[src/rtl/decoder_nx_scan.sv]
// N-to-2**N one-hot decoder with a direct mode and an auto-scan mode.
// Every output (d, idx, wrap) comes straight from a register.
module decoder_nx_scan #(
    parameter int unsigned N     = 2,
    parameter int unsigned DWELL = 4
) (
    input  logic             clk,
    input  logic             rst_n,
    input  logic             en,
    input  logic             mode,
    input  logic [N-1:0]     i,
    input  logic             load,
    output logic [2**N-1:0]  d,
    output logic [N-1:0]     idx,
    output logic             wrap
);

    localparam int unsigned W       = 2 ** N;
    localparam int unsigned DW      = (DWELL > 1) ? $clog2(DWELL) : 1;
    localparam logic [N-1:0] IDX_MAX = {N{1'b1}};
    localparam logic [DW-1:0] DWELL_LAST = DW'(DWELL - 1);

    typedef enum logic [1:0] {
        IDLE   = 2'd0,
        DIRECT = 2'd1,
        SCAN   = 2'd2
    } state_t;

    state_t        state, state_nxt;
    logic [DW-1:0] dwell, dwell_nxt;
    logic [N-1:0]  idx_nxt;
    logic [W-1:0]  d_nxt;
    logic          wrap_nxt;

    // State and output registers
    always_ff @(posedge clk or negedge rst_n) begin
        if (!rst_n) begin
            state <= IDLE;
            dwell <= '0;
            idx   <= '0;
            d     <= '0;
            wrap  <= 1'b0;
        end else begin
            state <= state_nxt;
            dwell <= dwell_nxt;
            idx   <= idx_nxt;
            d     <= d_nxt;
            wrap  <= wrap_nxt;
        end
    end

    // Next state follows en/mode every cycle; register values follow the next state
    always_comb begin
        state_nxt = IDLE;
        dwell_nxt = '0;
        idx_nxt   = idx;
        d_nxt     = '0;
        wrap_nxt  = 1'b0;

        if (en) begin
            state_nxt = mode ? SCAN : DIRECT;
        end

        case (state_nxt)
            DIRECT: begin
                idx_nxt = i;
                d_nxt   = W'(1) << i;
            end
            SCAN: begin
                if (state != SCAN) begin
                    // Fresh entry always restarts at index 0
                    idx_nxt = '0;
                end else if (load) begin
                    idx_nxt = i;
                end else if (dwell == DWELL_LAST) begin
                    idx_nxt  = idx + N'(1);
                    wrap_nxt = (idx == IDX_MAX);
                end else begin
                    dwell_nxt = dwell + DW'(1);
                end
                d_nxt = W'(1) << idx_nxt;
            end
            default: begin
                idx_nxt = idx;
            end
        endcase
    end

endmodule

[config.mk]
export PLATFORM = sky130hd
export DESIGN_NAME = decoder_nx_scan
export DESIGN_NICKNAME = d
export VERILOG_FILES = /design/src/rtl/decoder_nx_scan.sv
export SDC_FILE = /design/constraint.sdc
export NUM_CORES = 1
export LEC_CHECK = 0
export CAP_MARGIN = 10
export CORE_MARGIN = 2
export CORE_UTILIZATION = 45
export CTS_BUF_LIST = sky130_fd_sc_hd__clkbuf_2 sky130_fd_sc_hd__clkbuf_4 sky130_fd_sc_hd__clkbuf_8
export CTS_CLUSTER_SIZE = 16
export DETAILED_ROUTE_END_ITERATION = 8
export PLACE_DENSITY = 0.73
export SLEW_MARGIN = 30
export SYNTH_ARGS = -nofsm -noshare
export SYNTH_HDL_FRONTEND = slang
export SYNTH_SLANG_ARGS = --single-unit
[constraint.sdc]
create_clock -name clk -period 1.9 [get_ports clk]
set_input_delay 0.19 -clock clk [delete_from_list [all_inputs] [get_ports clk]]
set_output_delay 0.19 -clock clk [all_outputs]
set_load 0.02 [all_outputs]
==> summary.txt, run 1 <==
final setup vio count: 0
peak supply drop: 0.3326 mV
H-tree depth: 1
Post-Syn Area per Cell: 10.14 um^2
# diodes: 0
syn_nets: 68
CTS tree: done
ratio of cells with drive above 1 in the final layout: 12.00%
Worst Path Arrival: 1.84 ns
DRC Markers: 0
Leak: 0.0003321 uW
max-cap viol count: 0
initial antenna violation count: 0
post-CTS setup buffers: 0
vias in the first global route: 421
# IOs: 14
Detail Route Antenna Nets: 0
clock slew at reported path FFs: 0.07 ns
Reg2Reg Depth: 5
TritonCTS Buffers: 3
status: completed
Ys Warns: 0
Port Buffers: 13
CP required: 2.11 ns
final core occ: 60.36%
Slew headroom: 67.47%
clock latency on the worst-skew pair: 0.28 ns
Chip Height: 40.46 um
Vias/cell: 5.422
Final Max Tran Viols: 0
minimum clock period: 1.627 ns
period utilisation layout: 85.65%
post-cts gate resize count: 0
Fin. Hold Viols: 0
actual transition at the worst max-transition pin: 0.4864 ns
critical path class: reg -> reg
Longest Clk Path Bufs: 2
die width: 40.46 um
Clock Skews: 0.004381 ns
CTS Sinks: 11
global route total overflow: 0
Min-Delay Path Class: in -> async
RSZ-0062 raised after global routing: no
Fillers: 119
register area share after synthesis: 46.03%
Tot GR Track Use: 18.09%
Placer Congestion: 0.9061
# nets final: 85
clk root buf: clkbuf_4
DR pass1 iterations: 4
Hold-fix buffers, CTS: 0
die area: 0.001637 mm^2
via count: 488
Total Wirelength: 1166 um
Detail Placement HPWL: 885.1 um
Area Growth Syn to Fin: 28.03%
DR iter-0 viols: 7
starting density of the core: 47.14%
first-pass GRT wire length: 1897 um
Core Region: 0.001269 mm^2
critical path capture point type: register
largest net degree at the start of global routing: 12
Cells after Synth: 59
DR WL/cell: 12.96 um
number of library cell types mapped by synthesis: 25
element type at the critical path start: register
total negative setup slack: 0 ns
CP Max Fanout: 10
pwr/cell area: 698.4 mW/mm^2
Cell Area, Synth: 598.1 um^2
Row Count: 13
Synth Register Bits: 11
Fmax: 0.6145 GHz
==> sequential cells by signal, indices dropped and copies added (netlist names) <==
| register | cells |
|---|---|
| wrap | 1 |
| idx | 2 |
| d | 4 |
| dwell | 2 |
| state | 2 |
==> path summary, 6_finish.rpt <==
| kind | startpoint | endpoint | slack (ns) |
|---|---|---|---|
| max | dwell[0]$_DFF_PN0_ | d[0]$_DFF_PN0_ | 0.27 |
| min | rst_n | d[3]$_DFF_PN0_ | 0.24 |
| max reg2reg | dwell[0]$_DFF_PN0_ | d[0]$_DFF_PN0_ | 0.27 |
| min reg2reg | dwell[0]$_DFF_PN0_ | dwell[0]$_DFF_PN0_ | 0.45 |
| max in group asynchronous | rst_n | dwell[0]$_DFF_PN0_ | 1.33 |
| min in group clk | dwell[0]$_DFF_PN0_ | dwell[0]$_DFF_PN0_ | 0.45 |
==> power breakdown <==
group	internal, uW	switching (uW)
registers	244	11.4
logic	49.1	56.1
clock network	95.8	77.9
total	389	145
==> worst max-delay path, stage by stage, from the launching register on <==
cell	delay [ns]
dfrtp_1	0.35
ha_1	0.41
mux2i_4	0.36
nand2b_2	0.08
a41oi_2	0.19
o311a_1	0.18
==> cells by family (layout without fill, tap and decap cells) <==
| group | Yosys count | in the layout | share of synthesized area [%] |
|---|---|---|---|
| muxes | 1 | 1 | 3.765 |
| xor gates and xnor gates | 1 | 1 | 1.465 |
| AOI/OAI and AO/OA | 14 | 14 | 15.69 |
| adders and majority gates | 2 | 2 | 4.183 |
| and+or+nand+nor | 25 | 25 | 24.48 |
| buffers and inverters | 5 | 21 | 4.392 |
| DFF | 11 | 11 | 46.02 |
==> layout make-up <==
class	instances	area (um^2)	share of cell area, %
inverters	4	15.01	1.961
flip-flops and latches	11	275.3	35.95
clock buffers	4	30.03	3.922
well taps	15	18.77	2.451
multi-input cells	43	296.5	38.73
repair buffers	13	130.1	16.99
==> routing by layer <==
metal / wire, um / part of all wire (%) / vias to the layer above / global-route usage (%)
li1: - / - / 241 / -
met1: 543 / 47 / 228 / 23.97
met2: 534 / 46 / 16 / 27.38
met3: 58 / 5.0 / 3 / 3.333
met4: 29 / 2.5 / 0 / 10.00
met5: 0 / 0 / - / 0
==> through the flow <==
| stage | instance area [um^2] | power, uW | hold WS (ns) | instances | worst slack [ns] |
|---|---|---|---|---|---|
| after floorplan | 598.1 | 315.9 | -0.1056 | 59 | 0.3487 |
| after global placement | 735.7 | 364.6 | 0.4396 | 86 | 0.2959 |
| after detailed placement | 735.7 | 365.6 | 0.4562 | 86 | 0.2717 |
| after CTS | 765.7 | 540.3 | 0.2613 | 90 | 0.2549 |
| after global routing | 765.7 | 565.5 | 0.2873 | 90 | 0.1821 |
| final | 765.7 | 534.8 | 0.2403 | 90 | 0.2726 |
==> cell usage after synthesis <==
library cell	instances	area share [%]
nor4_1	1	1.0
ha_1	2	4.2
nand2_1	3	1.9
nor3_1	2	1.7
buf_6	1	1.9
and3_2	1	1.3
nor3b_1	1	1.3
a31oi_1	3	3.1
o31ai_1	1	1.3
and2_1	2	2.1
xor2_1	1	1.5
nand2b_1	2	2.1
a41oi_2	1	2.7
mux2i_4	1	3.8
dfrtp_1	11	46
inv_1	4	2.5
o311a_1	1	1.7
nor2_1	6	3.8
nand2b_2	1	1.5
o21ai_0	3	2.5
nand3b_2	1	1.9
a21oi_1	4	3.3
nand3b_1	4	5.0
nor2b_1	1	1.0
o22ai_1	1	1.0
==> placed cells by master (no fill, tap or decap), types with 2 or more instances in the layout <==
| master | netlist | final |
|---|---|---|
| nand3b_1 | 4 | 4 |
| a21oi_1 | 4 | 4 |
| dfrtp_1 | 11 | 11 |
| nand2b_1 | 2 | 2 |
| clkbuf_4 | 0 | 4 |
| clkdlybuf4s50_1 | 0 | 13 |
| inv_1 | 4 | 4 |
| and2_1 | 2 | 2 |
| nand2_1 | 3 | 3 |
| nor2_1 | 6 | 6 |
| a31oi_1 | 3 | 3 |
| nor3_1 | 2 | 2 |
| ha_1 | 2 | 2 |
| o21ai_0 | 3 | 3 |
No activity file was read; power rests on OpenSTA's default activity.
==> run 2: changes to the inputs <==
--- a/config.mk
+++ b/config.mk
@@ -5,6 +5,7 @@
 export SDC_FILE = /design/constraint.sdc
 export NUM_CORES = 1
 export LEC_CHECK = 0
+export ABC_CLOCK_PERIOD_IN_PS = 1900
 export CAP_MARGIN = 10
 export CORE_MARGIN = 2
 export CORE_UTILIZATION = 45
==> results of run 2 <==
The final DEF is identical to that of run 1; final timing and power are the same.
